File: src/rtl/ent_arb_pkg.sv
// ent_arb_pkg: shared widths and tag/result types for the EN-T encoder arbiter
package ent_arb_pkg;
  localparam int DEF_NUM_REQ = 4;
  localparam int DEF_WIDTH = 8;
  localparam int ID_W = $clog2(DEF_NUM_REQ);
  localparam int ENC_W = DEF_WIDTH + 1;
  typedef struct packed {
    logic vld;
    logic [ID_W-1:0] id;
  } ent_tag_t;
  typedef struct packed {
    logic [ID_W-1:0] id;
    logic [ENC_W-1:0] data;
  } ent_res_t;
endpackage

File: src/rtl/ent_rr_arbiter.sv
// ent_rr_arbiter: combinational round-robin pick of the first request at or after ptr
module ent_rr_arbiter #(
  parameter int NUM_REQ = 4,
  localparam int IW = $clog2(NUM_REQ)
) (
  input  logic [NUM_REQ-1:0] req,
  input  logic [IW-1:0]      ptr,
  input  logic               en,
  output logic [NUM_REQ-1:0] gnt,
  output logic [IW-1:0]      idx
);
  // scan from the farthest offset down so the nearest requester at or after ptr wins
  always_comb begin
    idx = '0;
    for (int k = NUM_REQ - 1; k >= 0; k--)
      if (req[ptr + IW'(k)]) idx = ptr + IW'(k);
    gnt = (en && |req) ? NUM_REQ'(1) << idx : '0;
  end
endmodule

File: src/rtl/ent_encoder_arbiter.sv
// ent_encoder_arbiter: credit-gated round-robin sharing of one EN-T encoder; optional ENT_ARB_STALL_CNT_EN adds a credit-stall counter
module ent_encoder_arbiter
  import ent_arb_pkg::*;
#(
  parameter int NUM_REQ = DEF_NUM_REQ,
  parameter int WIDTH = DEF_WIDTH,
  parameter int ENC_LAT = 2,
  parameter int FIFO_DEPTH = 4
) (
  input  logic                       clk,
  input  logic                       rst_n,
  input  logic [NUM_REQ-1:0]         req_valid,
  input  logic [NUM_REQ*WIDTH-1:0]   req_data,
  output logic [NUM_REQ-1:0]         req_ready,
  output logic [WIDTH-1:0]           enc_multiplicand,
  output logic                       enc_valid,
  input  logic [WIDTH:0]             enc_result,
  input  logic                       enc_result_valid,
  output logic                       out_valid,
  output logic [WIDTH:0]             out_data,
  output logic [$clog2(NUM_REQ)-1:0] out_id,
  input  logic                       out_ready,
  output logic                       tag_err,
  output logic [15:0]                stall_cnt
);
  localparam int IW = $clog2(NUM_REQ);
  localparam int PW = $clog2(FIFO_DEPTH);
  localparam int CW = $clog2(FIFO_DEPTH + 1);
  localparam int LW = $clog2(ENC_LAT + 2);
  logic [IW-1:0] rr_ptr, gidx;
  logic [NUM_REQ-1:0] gnt;
  logic [LW-1:0] inflight;
  logic [CW-1:0] fifo_cnt;
  logic [PW-1:0] wr_ptr, rd_ptr;
  ent_tag_t tag_q [ENC_LAT+1];
  ent_res_t mem [FIFO_DEPTH];
  logic can_issue, issue, push, pop, full;
  assign can_issue = 32'(inflight) + 32'(fifo_cnt) < 32'(FIFO_DEPTH);
  assign issue = |gnt;
  assign full = fifo_cnt == CW'(FIFO_DEPTH);
  assign push = enc_result_valid && !full;
  assign out_valid = fifo_cnt != '0;
  assign pop = out_valid && out_ready;
  assign out_data = mem[rd_ptr].data;
  assign out_id = mem[rd_ptr].id;
  assign req_ready = gnt;
  ent_rr_arbiter #(.NUM_REQ(NUM_REQ)) u_arb (
    .req(req_valid),
    .ptr(rr_ptr),
    .en (can_issue && rst_n),
    .gnt(gnt),
    .idx(gidx)
  );
  // issue register toward the encoder and round-robin pointer advance
  always_ff @(posedge clk or negedge rst_n) begin
    if (!rst_n) begin
      rr_ptr <= '0;
      enc_valid <= 1'b0;
      enc_multiplicand <= '0;
    end else begin
      enc_valid <= issue;
      if (issue) begin
        rr_ptr <= gidx + IW'(1);
        enc_multiplicand <= req_data[32'(gidx)*WIDTH +: WIDTH];
      end
    end
  end
  // tag shift register aligned with encoder output; sticky error on any valid mismatch
  always_ff @(posedge clk or negedge rst_n) begin
    if (!rst_n) begin
      for (int i = 0; i <= ENC_LAT; i++) tag_q[i] <= '0;
      tag_err <= 1'b0;
    end else begin
      tag_q[0] <= {issue, gidx};
      for (int i = 1; i <= ENC_LAT; i++) tag_q[i] <= tag_q[i-1];
      if (enc_result_valid != tag_q[ENC_LAT].vld) tag_err <= 1'b1;
    end
  end
  // credit counters and result FIFO; inflight is guarded against a spurious result underflowing it
  always_ff @(posedge clk or negedge rst_n) begin
    if (!rst_n) begin
      inflight <= '0;
      fifo_cnt <= '0;
      wr_ptr <= '0;
      rd_ptr <= '0;
      for (int i = 0; i < FIFO_DEPTH; i++) mem[i] <= '0;
    end else begin
      inflight <= inflight + LW'(issue) - LW'(enc_result_valid && inflight != '0);
      fifo_cnt <= fifo_cnt + CW'(push) - CW'(pop);
      if (push) begin
        mem[wr_ptr] <= '{id: tag_q[ENC_LAT].id, data: enc_result};
        wr_ptr <= wr_ptr + PW'(1);
      end
      if (pop) rd_ptr <= rd_ptr + PW'(1);
    end
  end
  // a result arriving on a full FIFO means the credit scheme was violated
  always_ff @(posedge clk) begin
    if (rst_n && enc_result_valid) assert (!full);
  end
`ifdef ENT_ARB_STALL_CNT_EN
  // saturating count of cycles where a request waits only for credit
  always_ff @(posedge clk or negedge rst_n) begin
    if (!rst_n) stall_cnt <= '0;
    else if (|req_valid && !can_issue && stall_cnt != 16'hFFFF) stall_cnt <= stall_cnt + 16'd1;
  end
`else
  assign stall_cnt = '0;
`endif
endmodule

File: config.mk
export PLATFORM = sky130hd
export DESIGN_NAME = ent_encoder_arbiter
export DESIGN_NICKNAME = d
export VERILOG_FILES = /design/src/rtl/ent_arb_pkg.sv /design/src/rtl/ent_rr_arbiter.sv /design/src/rtl/ent_encoder_arbiter.sv
export SDC_FILE = /design/constraint.sdc
export NUM_CORES = 1
export LEC_CHECK = 0
export ABC_CLOCK_PERIOD_IN_PS = 3000
export BUFFER_PORTS_ARGS = -buffer_cell sky130_fd_sc_hd__buf_2
export CAP_MARGIN = 10
export CORE_AREA = 5 5 90 92
export CTS_BUF_LIST = sky130_fd_sc_hd__clkbuf_4
export CTS_CLUSTER_DIAMETER = 30
export DETAILED_ROUTE_END_ITERATION = 10
export DIE_AREA = 0 0 95 97
export PLACE_DENSITY = 0.8
export SLEW_MARGIN = 10
export SYNTH_ARGS = -nofsm -noshare
export SYNTH_HDL_FRONTEND = slang
export SYNTH_SLANG_ARGS = --single-unit
File: constraint.sdc
create_clock -name clk -period 3 [get_ports clk]
set_clock_uncertainty 0.05 [all_clocks]
set_input_delay 0.6 -clock clk [delete_from_list [all_inputs] [get_ports clk]]
set_output_delay 0.6 -clock clk [all_outputs]
set_load 0.005 [all_outputs]
==> metrics.csv <==
metric;value;unit
leading area contributor after synthesis;dfrtp_1;
setup_tns;0;ns
YS warnings;0;
Seq/Total Area, Yosys;0.525;
period utilization;0.940;
die area;9220;um2
Max FO, Critical Path;11;
Reg power frac;0.422;
layout cell share with drive strength beyond 1;0.435;
Clock Power Share;0.195;
Die H;97;um
worst path buffer plus inverter count;2;
TritonCTS clock tree;built;
Starting Density;0.488;
leak pwr;1.94;nW
largest net degree at the start of global routing;53;
Setup Viol. Count Final;0;
fin crit period;2.82;ns
switching power;1.37;mW
Crit Path Category;reg -> out;
root buf cell;clkbuf_4;
max-slew violation count;0;
Post-synth EDFFs;0;
Req. time, crit path;2.35;ns
actual slew at the worst max-slew pin;0.757;ns
first-pass GRT wire length;11900;um
Post-synth top cells;dfrtp_1 (73), mux2_2 (39), buf_4 (16);
Core Rows;31;
Worst VDD drop;0.437;mV
H-tree depth;3;
slowest stage delay, CP;0.46;ns
Post-DP HPWL;5210;um
hold slack;0.155;ns
initial antenna violation count;0;
fmax;0.355;GHz
Rel. slew slack;0.496;
outcome;finished, final reports clean;
GPL Wtd Cong;0.834;
Worst Hold Class;in -> async;
setup repair bufs after CTS;0;
die extent in x;95;um
Final nets;401;
top cells by area, synth;dfrtp_1 (52%), mux2_2 (13%), mux4_2 (7.1%);
area of the multi-input gates;1490;um2
FF+latch count, synth;73;
drt pass-1 iters;4;
port bufs;74;
crit path DAT;2.17;ns
worst reg2reg setup slack;0.62;ns
vias in the first global route;2385;
Synth top area share;0.525;
delay-heaviest family, CP;simple AND/OR/NAND/NOR gates;
synthesized area;3480;um2
CORE AREA;7140;um2
Worst path slowest cell;dfrtp_1;
combinational power share;0.383;
RSZ-0062 raised after global routing;no;
Ant. Diodes;0;
Most used DFF post-synth;dfrtp_1;
IO Pins;91;
switch share;0.317;
Max clock buf depth;2;
syn avg cell area;13.2;um2
DRC;0;
Power Total;4.32;mW
Synth async-reset ratio;1.00;
Via density;5.11;
Vias;2280;
initial detailed-routing violation count;90;
Hold Vio Cnt, Final;0;
CP cell instances;ha_1, nand3_1, nand3_1, or2_1, inv_4, nand2_2, nor2_1, buf_2;
Fill cells;617;
remaining antenna violation count;0;
Clock transition at path regs;0.11;ns
Worst-Skew Late Latency;0.41;ns
GRT overflow;0;
maxcap violations;0;
Synth Instances;264;
Power per Cell Area;1050;nW/um2
WL/cell;15.5;um
Sink Count;73;
area grow syn2layout;17.8;%
drt total wl;6930;um
endpoint type of the worst setup path;output port;
most common cell in the netlist;dfrtp_1;
Inst Count DP;430;
Register Area;1830;um2
Non-Filler Instances;446;
CTS Buf Count;9;
GR Util All Layers;0.163;
most frequent CP cell;nand3_1;
Worst Setup Start Kind;flip-flop;
internal power;2.95;mW
post-synthesis cell type count;37;
[registers in the layout, indices dropped and copies added, names as in the netlist]
name	count
inflight	2
tag_err	1
tag_q	9
mem	44
fifo_cnt	3
rr_ptr	2
rd_ptr	2
wr_ptr	2
enc_multiplicand	8
[timing repair]
action | CTS | global route
setup endpoints to repair | 0 | 2
hold buffers | 0 | 0
resized for setup | 0 | 2
[routing by layer]
| layer | up-vias | global-route usage | part of all wire |
|---|---|---|---|
| met2 | 83 | 0.272 | 0.51 |
| met1 | 1120 | 0.206 | 0.42 |
| li1 | 1069 | - | - |
| met3 | 8 | 0.0535 | 0.065 |
| met4 | 0 | 0.0366 | 0.011 |
| met5 | - | 0 | 0 |
[worst register-to-register path, cell delays in order (launching register included)]
cell	delay (ns)
dfrtp_1	0.44
or3_1	0.40
and2_1	0.22
ha_1	0.28
inv_1	0.06
ha_1	0.14
inv_1	0.05
fa_1	0.37
xnor2_1	0.14
xnor2_1	0.13
[layout make-up]
class / count / area share
multi-input cells: 168 / 0.363
inverters: 11 / 0.0119
repair buffers: 79 / 0.0994
well taps: 99 / 0.0302
flip-flops and latches: 73 / 0.445
clock inverters: 6 / 0.0317
clock buffers: 10 / 0.0183
[cell families (layout without fill, tap and decap cells)]
group                      after synthesis  after routing  synth area share
other                                    1             16           0.00108
xor gates and xnor gates                 8              8            0.0201
and+or+nand+nor                         42             42            0.0568
buffers and inverters                   38            106            0.0643
AOI/OAI and AO/OA                       29             29            0.0586
adders and majority gates               10             10            0.0381
DFF                                     73             73             0.525
muxes                                   63             63             0.236
[final timing paths]
check,from,to,cells past startpoint
setup / recovery,fifo_cnt[1],req_ready[1],8
hold / removal,rst_n,mem[35],2
setup reg to reg,fifo_cnt[2],fifo_cnt[2],9
hold reg to reg,tag_q[4],tag_q[1],0
max in group asynchronous,rst_n,rr_ptr[1],3
min in group clk,tag_q[4],tag_q[1],0
[placed cells by master, fill, tap and decap left out, types with 2 or more instances in the layout]
master	netlist	layout
ha_1	9	9
a21oi_1	4	4
o21ai_1	4	4
inv_1	8	8
and3_1	2	2
mux2_1	5	5
o22ai_1	8	8
nor2b_1	3	3
dfrtp_1	73	73
mux4_2	11	11
buf_2	7	74
clkbuf_4	0	10
and2_1	3	3
clkinv_2	0	2
xnor2_1	7	7
nand2_1	11	10
buf_4	16	5
nand2b_1	3	3
nand3_1	2	2
bufinv_16	0	4
conb_1	1	16
a221oi_1	8	8
mux2i_1	8	8
mux2_2	39	39
nor2_1	14	14
or3_1	2	2
[power by group through the flow]
| stage | sequential, mW | clock [mW] | combinational, mW |
|---|---|---|---|
| 2_1_floorplan | 1.70 | 0 | 1.28 |
| 4_1_cts | 1.83 | 0.863 | 1.68 |
| 6_report | 1.82 | 0.843 | 1.66 |
| 3_3_place_gp | 1.81 | 0 | 1.61 |
| 3_5_place_dp | 1.85 | 0 | 1.68 |
| 5_1_grt | 1.90 | 0.904 | 1.85 |
[metrics by stage]
step,setup WS (ns),util,instance area (um2)
CTS,0.00585,0.574,4100
detailed placement,0.471,0.545,3890
global placement,0.552,0.545,3890
global route,0.0164,0.575,4100
finish,0.180,0.575,4100
floorplan,0.732,-,3540
No activity file was read; power rests on OpenSTA's default activity.
